<file path="src/rtl/bin_decode_ctrl.sv">
// bin_decode_ctrl: sequences the arithmetic decoder one bin group at a time and manages byte refills
//
// Ports:
//   clk, reset        clock and synchronous active-low reset
//   cmd_*             bin-group command (pState, bypass flag, bin count) with valid/ready
//   dec_pstate/bypass latched command fields driven to the Decoder
//   dec_n_bin         bins decoded this step minus 1
//   dec_step          Decoder consumes/advances this cycle
//   dec_bin           combinational bins from the Decoder
//   dec_renorm        regular bin needed renormalisation
//   dec_num_bits      renormalisation shift for a regular bin
//   byte_request      byte fetch request, held until byte_ready
//   byte_ready        byte available from the reader
//   upd_en/upd_sel    add the fetched byte into m_value path RE/EP0/EP1/EP2
//   bin_valid         bins_out/bins_cnt valid (one cycle after the step)
//   bins_out/bins_cnt decoded bins (LSB first, unused bits 0) and count minus 1
//   cmd_done          one-cycle pulse when the command completes
module bin_decode_ctrl #(
    parameter int BIN_WIDTH = 3
) (
    input  logic                 clk,
    input  logic                 reset,
    input  logic                 cmd_valid,
    output logic                 cmd_ready,
    input  logic [7:0]           cmd_pstate,
    input  logic                 cmd_bypass,
    input  logic [6:0]           cmd_num_bins,
    output logic [7:0]           dec_pstate,
    output logic                 dec_bypass,
    output logic [1:0]           dec_n_bin,
    output logic                 dec_step,
    input  logic [BIN_WIDTH-1:0] dec_bin,
    input  logic                 dec_renorm,
    input  logic [2:0]           dec_num_bits,
    output logic                 byte_request,
    input  logic                 byte_ready,
    output logic                 upd_en,
    output logic [1:0]           upd_sel,
    output logic                 bin_valid,
    output logic [BIN_WIDTH-1:0] bins_out,
    output logic [1:0]           bins_cnt,
    output logic                 cmd_done
);
    typedef enum logic [1:0] {IDLE, RUN, WAIT_BYTE} state_t;
    state_t state, state_nx;
    logic [7:0]           pstate_q;
    logic                 bypass_q;
    logic [6:0]           num_q, count, rem, count_nx;
    logic signed [3:0]    bn, bn_nx;
    logic [3:0]           neg_bn;
    logic [1:0]           sel_q, n_bin;
    logic [2:0]           add;
    logic [4:0]           idx;
    logic                 done_q, done_nx, accept, need_byte, last;
    logic [BIN_WIDTH-1:0] bin_mask;

    // Step datapath: bins this step, bits-needed update and byte decision.
    always_comb begin
        rem       = num_q - count;
        n_bin     = !bypass_q ? 2'd0 : (rem >= 7'(BIN_WIDTH)) ? 2'(BIN_WIDTH - 1) : 2'(rem - 7'd1);
        add       = bypass_q ? {1'b0, n_bin} + 3'd1 : (dec_renorm ? dec_num_bits : 3'd0);
        idx       = {bn[3], bn} + {2'b00, add};
        // A non-negative idx means the bits-needed counter wrapped: a byte must be fetched.
        need_byte = (state == RUN) && !idx[4];
        bn_nx     = need_byte ? idx[3:0] - 4'd8 : idx[3:0];
        neg_bn    = -bn;
        count_nx  = count + 7'({1'b0, n_bin} + 3'd1);
        last      = count_nx == num_q;
        accept    = (state == IDLE) && cmd_valid && cmd_ready;
        done_nx   = (accept && cmd_num_bins == 7'd0) ||
                    ((state == RUN) && last && !need_byte) ||
                    ((state == WAIT_BYTE) && byte_ready && count == num_q);
        bin_mask  = '0;
        for (int i = 0; i < BIN_WIDTH; i++) bin_mask[i] = i <= int'(n_bin);
    end

    always_ff @(posedge clk) begin
        if (!reset) state <= IDLE;
        else        state <= state_nx;
    end

    always_comb begin
        state_nx = state;
        case (state)
            IDLE:      state_nx = (accept && cmd_num_bins != 7'd0) ? RUN : IDLE;
            RUN:       state_nx = need_byte ? WAIT_BYTE : last ? IDLE : RUN;
            WAIT_BYTE: state_nx = !byte_ready ? WAIT_BYTE : (count == num_q) ? IDLE : RUN;
            default:   state_nx = IDLE;
        endcase
    end

    // cmd_ready is held low during the cmd_done cycle so a new command is taken the cycle after.
    always_comb begin
        cmd_ready    = (state == IDLE) && !done_q;
        dec_step     = state == RUN;
        dec_n_bin    = (state == RUN) ? n_bin : 2'd0;
        byte_request = state == WAIT_BYTE;
        upd_en       = (state == WAIT_BYTE) && byte_ready;
        upd_sel      = sel_q;
        dec_pstate   = pstate_q;
        dec_bypass   = bypass_q;
        cmd_done     = done_q;
    end

    always_ff @(posedge clk) begin
        if (!reset) begin
            pstate_q  <= '0;
            bypass_q  <= 1'b0;
            num_q     <= '0;
            count     <= '0;
            bn        <= -4'sd8;
            sel_q     <= '0;
            done_q    <= 1'b0;
            bin_valid <= 1'b0;
            bins_out  <= '0;
            bins_cnt  <= '0;
        end else begin
            if (accept) begin
                pstate_q <= cmd_pstate;
                bypass_q <= cmd_bypass;
                num_q    <= cmd_num_bins;
                count    <= '0;
            end
            if (state == RUN) begin
                count <= count_nx;
                bn    <= bn_nx;
                // Bypass refills go to EP(-bn-1); regular refills go to RE.
                if (need_byte) sel_q <= bypass_q ? neg_bn[1:0] : 2'd0;
                bins_out <= dec_bin & bin_mask;
                bins_cnt <= n_bin;
            end
            bin_valid <= state == RUN;
            done_q    <= done_nx;
        end
    end
endmodule

</file>
<file path="config.mk">
export PLATFORM = sky130hd
export DESIGN_NAME = bin_decode_ctrl
export DESIGN_NICKNAME = d
export VERILOG_FILES = /design/src/rtl/bin_decode_ctrl.sv
export SDC_FILE = /design/constraint.sdc
export NUM_CORES = 1
export LEC_CHECK = 0
export CELL_PAD_IN_SITES_DETAIL_PLACEMENT = 0
export CELL_PAD_IN_SITES_GLOBAL_PLACEMENT = 1
export CORE_UTILIZATION = 39
export CTS_CLUSTER_SIZE = 14
export DETAILED_ROUTE_END_ITERATION = 7
export GPL_TIMING_DRIVEN = 0
export PLACE_DENSITY_LB_ADDON = 0.05
export SLEW_MARGIN = 5
export SYNTH_ARGS = -nofsm -noshare
export SYNTH_HDL_FRONTEND = slang
export SYNTH_SLANG_ARGS = --single-unit
export TNS_END_PERCENT = 30
</file>
<file path="constraint.sdc">
create_clock -name clk -period 7.2 [get_ports clk]
set_clock_uncertainty 0.05 [all_clocks]
set_input_delay 1.44 -clock clk [delete_from_list [all_inputs] [get_ports clk]]
set_output_delay 1.44 -clock clk [all_outputs]
set_load 0.01 [all_outputs]
</file>
# Word level (Yosys, flattened, before mapping)
# Cells that the tools add are included.
dict set report word_totals {
  regBits 38
  latchBits 0
  ramBits 0
  rom_bits 0
  in_bits 27
  output_inout_bits 24
  elab_cells 62
  memories 0
}
dict set report classes {
  add_sub_neg 8
  n_mul 0
  n_div 0
  magnitude_cmp 3
  n_eq_ne 4
  shift 0
  mux 15
  n_bitwise 1
  n_reduce_logical 20
}
# op n
set op_table {}
lappend op_table {{== test 7 bit} 2}
lappend op_table {{two-way mux 7 bit} 2}
lappend op_table {{two-way mux 2 bit} 6}
lappend op_table {{logical AND 1 bit} 10}
lappend op_table {{adder 7 x 3 -> 7 bit} 1}
lappend op_table {{greater-or-equal comparator 7 x 2 -> 1 bit (second input constant)} 1}
lappend op_table {{zero test 7 bit} 1}
lappend op_table {{nonzero test 7 bit} 1}
lappend op_table {{subtractor 7 bit} 1}
lappend op_table {{adder 2 x 1 -> 3 bit (second input constant)} 2}
lappend op_table {{two-way mux 3 bit} 2}
lappend op_table {{one-hot mux 2 bit (3 select lines)} 1}
lappend op_table {{adder 4 x 4 -> 5 bit} 1}
lappend op_table {{two-way mux 4 bit} 1}
lappend op_table {{subtractor 4 bit (second input constant)} 1}
lappend op_table {{bitwise AND 3 bit} 1}
lappend op_table {{zero test 1 bit} 3}
lappend op_table {{two-way mux 1 bit} 3}
lappend op_table {{== test 2 x 1 -> 1 bit (second input constant)} 1}
lappend op_table {{== test 2 bit (second input constant)} 1}
lappend op_table {{<= comparator 1 x 2 -> 1 bit (first input constant)} 1}
lappend op_table {{<= comparator 2 bit (first input constant)} 1}
lappend op_table {{zero test 2 bit} 1}
lappend op_table {{logical OR 1 bit} 2}
lappend op_table {{other kinds (4)} 4}

# Logic depth before layout (Yosys ltp)
dict set report logic_depth {
  word_depth 13
  depth_mapped 20
  ltp_nobuf 19
}

# Worst setup path after synthesis
# Ideal clock, no wire load.
dict set report synth_timing {
  path_kind {reg2reg}
  from {register num_q[0]}
  to {register bn[3]}
  setup_time_ns 0.115
  arrival_time_ns 3.749
  required_time_ns 7.035
  path_slack_ns 3.286
  path_stages_with_launch 21
  path_cell_list {dfxtp_1 > inv_1 > ha_1 > fa_1 > inv_1 > ha_1 > a221oi_1 > nand3_1 > o31ai_1 > inv_1 > ha_1 > nand2_1 > o21ai_0 > fa_1 > nand2_1 > and3b_1 > clkbuf_1 > a31oi_1 > nor2_1 > xnor2_1 > nand2_1}
}
dict set report synth_via {
  elab_chain_cells 10
  elab_cells_between_ends 12
}
# item line
set synth_rtl {}
lappend synth_rtl {{start: declaration} 48} ;# logic [6:0] num_q, count, rem, count_nx;
lappend synth_rtl {{start signal: assignment} 121} ;# num_q <= cmd_num_bins;
lappend synth_rtl {{subtractor 7 bit *} 59} ;# rem = num_q - count;
lappend synth_rtl {{greater-or-equal comparator 7 x 2 -> 1 bit or subtractor 2 x 1 -> 2 bit (tied branches)} 60} ;# n_bin = !bypass_q ? 2'd0 : (rem >= 7'(BIN_WIDTH)) ? 2'(BIN_WIDTH - 1) : 2'(rem - 7'd1);
lappend synth_rtl {{two-way mux 2 bit * (2 in a row)} 60}
lappend synth_rtl {{net n_bin[1]} 51} ;# logic [1:0] sel_q, n_bin;
lappend synth_rtl {{adder 2 x 1 -> 3 bit *} 61} ;# add = bypass_q ? {1'b0, n_bin} + 3'd1 : (dec_renorm ? dec_num_bits : 3'd0);
lappend synth_rtl {{two-way mux 3 bit *} 61}
lappend synth_rtl {{adder 4 x 4 -> 5 bit *} 62} ;# idx = {bn[3], bn} + {2'b00, add};
lappend synth_rtl {{parallel branches: the longest is 2 deep, another holds subtractor 4 bit} n/a}
lappend synth_rtl {{two-way mux 4 bit *} 65} ;# bn_nx = need_byte ? idx[3:0] - 4'd8 : idx[3:0];
lappend synth_rtl {{end signal: assignment} 111} ;# bn <= -4'sd8;
lappend synth_rtl {{end signal: assignment} 126} ;# bn <= bn_nx;
lappend synth_rtl {{end: declaration} 49} ;# logic signed [3:0] bn, bn_nx;
# Mark *: on every way through the listed nets, which the timed path passes.
# A chain may end at the register's enable or synchronous reset.

# Worst setup path after layout
dict set report layout_timing {
  from {register num_q[0]}
  to {output port dec_n_bin[0]}
}
dict set report layout_via {
  elab_chain_cells 5
  elab_cells_between_ends 6
}
# item line
set layout_rtl {}
lappend layout_rtl {{subtractor 7 bit *} 59}
lappend layout_rtl {{greater-or-equal comparator 7 x 2 -> 1 bit or subtractor 2 x 1 -> 2 bit (tied branches)} 60}
lappend layout_rtl {{two-way mux 2 bit * (2 in a row)} 60}
lappend layout_rtl {{two-way mux 2 bit *} 96} ;# dec_n_bin = (state == RUN) ? n_bin : 2'd0;
lappend layout_rtl {{end: declaration} 30} ;# output logic [1:0] dec_n_bin,
# Mark *: on every way between the ends. The rest lies on a longest branch, timed or not.

==> results by group <==
Detailed routing
  • Drt first-iter violations: 80
  • Routed via count: 2092
  • WL/cell: 13.9 um
  • Final ANT Viol Nets: 0
  • DR pass1 iterations: 4
  • DRC: 0
  • Via/cell ratio: 5.07
  • Final wirelength: 5740 um

Synthesis
  • Top cell type's share of synthesized area: 0.342
  • Largest cells by area after synthesis: dfxtp_1, nand2_1, ha_1
  • Synth Warn #: 0
  • Largest family of logic cells by synthesized area: simple AND/OR/NAND/NOR gates
  • Mapped Area: 0.00223 mm2
  • Mean Syn Cell Area: 7.87 um2
  • Biggest area consumer among synthesized cells: dfxtp_1
  • Synth Net Count: 328
  • Sequential area share after synthesis: 0.342
  • Netlist cell types: 47
  • EDFF count, synth: 0
  • Synth Area in Simple Gates: 0.220
  • Register bit total from synthesis: 38
  • Syn Inst Count: 283
  • Post-synth ARST share: 0
  • Post-Synth Adder-Cell Area: 0.111
  • Mux share of post-synthesis cell area: 0.00899
  • Primary FF master, synth: dfxtp_1
  • Synth Area in Compound Gates: 0.204
  • Synth Area in XOR/XNOR: 0.0624

Finish
  • Register Area: 761 um2
  • Nets@finish: 385
  • Most frequent cells in the layout: nand2_1, clkdlybuf4s50_1, dfxtp_1, a21oi_1, nor2_1
  • Most common cell after layout, fill and taps aside: nand2_1
  • Multi-input logic area: 0.00135 mm2
  • Ant. Diodes: 0
  • Layout area overhead: 30.8%
  • Layout cell share with drive strength beyond 1: 0.0469
  • Fill count: 547

Clock network
  • Worst-skew pair later-pin latency: 0.29 ns
  • Clock Tree Buf Depth: 2
  • CTS Sinks: 38
  • Post-CTS Setup Bufs: 0
  • CTS tree: built
  • CTS Root Cell: clkbuf_8
  • Post_cts resized: 0
  • Clock transition at path regs: 0.08 ns
  • Post-CTS Hold Buffers: 0
  • CTS buffer count: 5
  • H-tree Lvls: 2

Floorplanning
  • Core Area: 0.00551 mm2
  • Io pins: 51
  • # rows: 27
  • Die Y: 77.6 um
  • Die area: 0.00602 mm2
  • Die width: 77.6 um
  • Initial core utilization: 0.404

Worst setup path
  • R2R Setup Slk: 2.65 ns
  • Critical Path AT: 3.09 ns
  • R2r endpoint: bn[3]
  • Worst endpoint required time: 5.71 ns
  • Reg-to-reg startpoint: num_q[0]
  • Critical path type: flip-flop to output port
  • Crit Path Max Fanout: 5
  • Critical Path Start Type: flip-flop
  • Worst r2r path cells: 20
  • Crit path capture type: output port

Timing
  • Hold WS: 0.404 ns
  • RSZ-0062 raised after global routing: false
  • Hold Vio Cnt, Final: 0
  • Max_slew headroom: 0.616
  • Highest Clock Rate: 218 MHz
  • Tmin final: 4.58 ns
  • Fin. max-slew vios: 0
  • Final setup vio count: 0
  • Tcrit/Tclk final: 0.637
  • Setup TNS: 0 ns
  • Worst-Margin Slew: 0.576 ns

Power
  • Leak: 1.15 nW
  • Power per standard cell area: 191 mW/mm2
  • Peak supply drop: 0.0955 mV

Placed design
  • Post-DP HPWL: 4410 um
  • IO Port Bufs: 50
  • Gp weighted congestion: 0.795

Global route
  • Largest net degree at the start of global routing: 13
  • Gr busiest metal: met2
  • Grt total ovfl: 0
  • GR Util met2: 0.328
  • First-pass GRT wire length: 9570 um
  • Met1 Resource Use GR: 0.278
  • M3 GR Usage: 0.0435
  • Number of global-route vias before repair: 1987
  • Tot GR Track Use: 0.206
  • Initial antenna violation count: 0

Hold path
  • Hold_sp: dec_pstate[6]
  • Min-Delay Path Depth: 2
  • HP Class: flip-flop to flip-flop
  • Hold EP: dec_pstate[6]

Outcome
  • Status: finished clean

Flow run
  • # Max-Cap Violations: 0
metrics by stage:
stage          power, mW  instances  worst slack, ns  utilization  area (um2)
2_1_floorplan      0.344        283             3.29            -        2230
3_3_place_gp       0.403        405             2.72        0.512        2820
3_5_place_dp       0.405        405             2.68        0.512        2820
4_1_cts            0.563        413             2.59        0.529        2910
5_1_grt            0.591        413             2.32        0.529        2910
6_report           0.556        413             2.62        0.529        2910
state kept, by name (all words and copies together), names as in the netlist, 2 cells and up:
signal	flops
dec_pstate	8
count	7
num_q	7
bn	4
bins_out	3
bins_cnt	2
state	2
upd_sel	2
per-layer routing:
metal,wire [um],up-vias
met5,0,-
met4,60,0
met3,251,5
met2,2550,55
met1,2880,955
li1,-,1077
critical path, cell delays in order (launching register included):
cell	delay, ns
dfxtp_1	0.38
inv_1	0.06
ha_1	0.22
fa_1	0.39
nand2b_1	0.18
a21oi_1	0.17
mux2i_1	0.31
nand2_1	0.13
nor4_4	0.26
and2_1	0.18
clkdlybuf4s50_1	0.52
kinds of logic (layout without fill, tap and decap cells):
kind of cell / Yosys count / in the layout
and+or+nand+nor: 108 / 108
AOI/OAI and AO/OA: 72 / 72
DFF: 38 / 38
buffers and inverters: 30 / 88
adders and majority gates: 18 / 18
xor gates and xnor gates: 15 / 15
muxes: 2 / 2
final cells by class:
| class | count | area share |
|---|---|---|
| inverter | 18 | 0.0232 |
| timing repair buffer | 50 | 0.172 |
| multi-input combinational | 215 | 0.464 |
| clock inverter | 2 | 0.00430 |
| buffer | 12 | 0.0163 |
| tap | 72 | 0.0309 |
| sequential | 38 | 0.261 |
| clock buffer | 6 | 0.0284 |
cell usage after synthesis (3+ instances only):
cell type,n
a21oi_1,36
clkbuf_1,9
and2_1,5
nor2b_1,3
a31oi_1,3
dfxtp_1,38
xnor2_1,12
o21a_1,3
nand3_1,9
nor3_1,5
o21ai_0,9
nor2_1,19
a21o_1,4
inv_1,17
fa_1,3
nand2b_1,3
nand2_1,56
ha_1,15
power by group:
part | total, mW | switching, mW | internal, mW
clock network | 0.157 | 0.0797 | 0.0770
registers | 0.232 | 0.0104 | 0.222
logic | 0.167 | 0.0929 | 0.0742
total | 0.556 | 0.183 | 0.373
worst max path at each step:
stage,slack (ns),end,from
floorplan,3.29,bn[3],num_q[0]
global placement,2.72,bn[3],num_q[0]
detailed placement,2.68,bn[3],num_q[0]
CTS,2.59,dec_n_bin[0],num_q[0]
global route,2.32,bn[3],num_q[0]
finish,2.62,dec_n_bin[0],num_q[0]
Note: power is estimated with default switching activity, not from simulation.
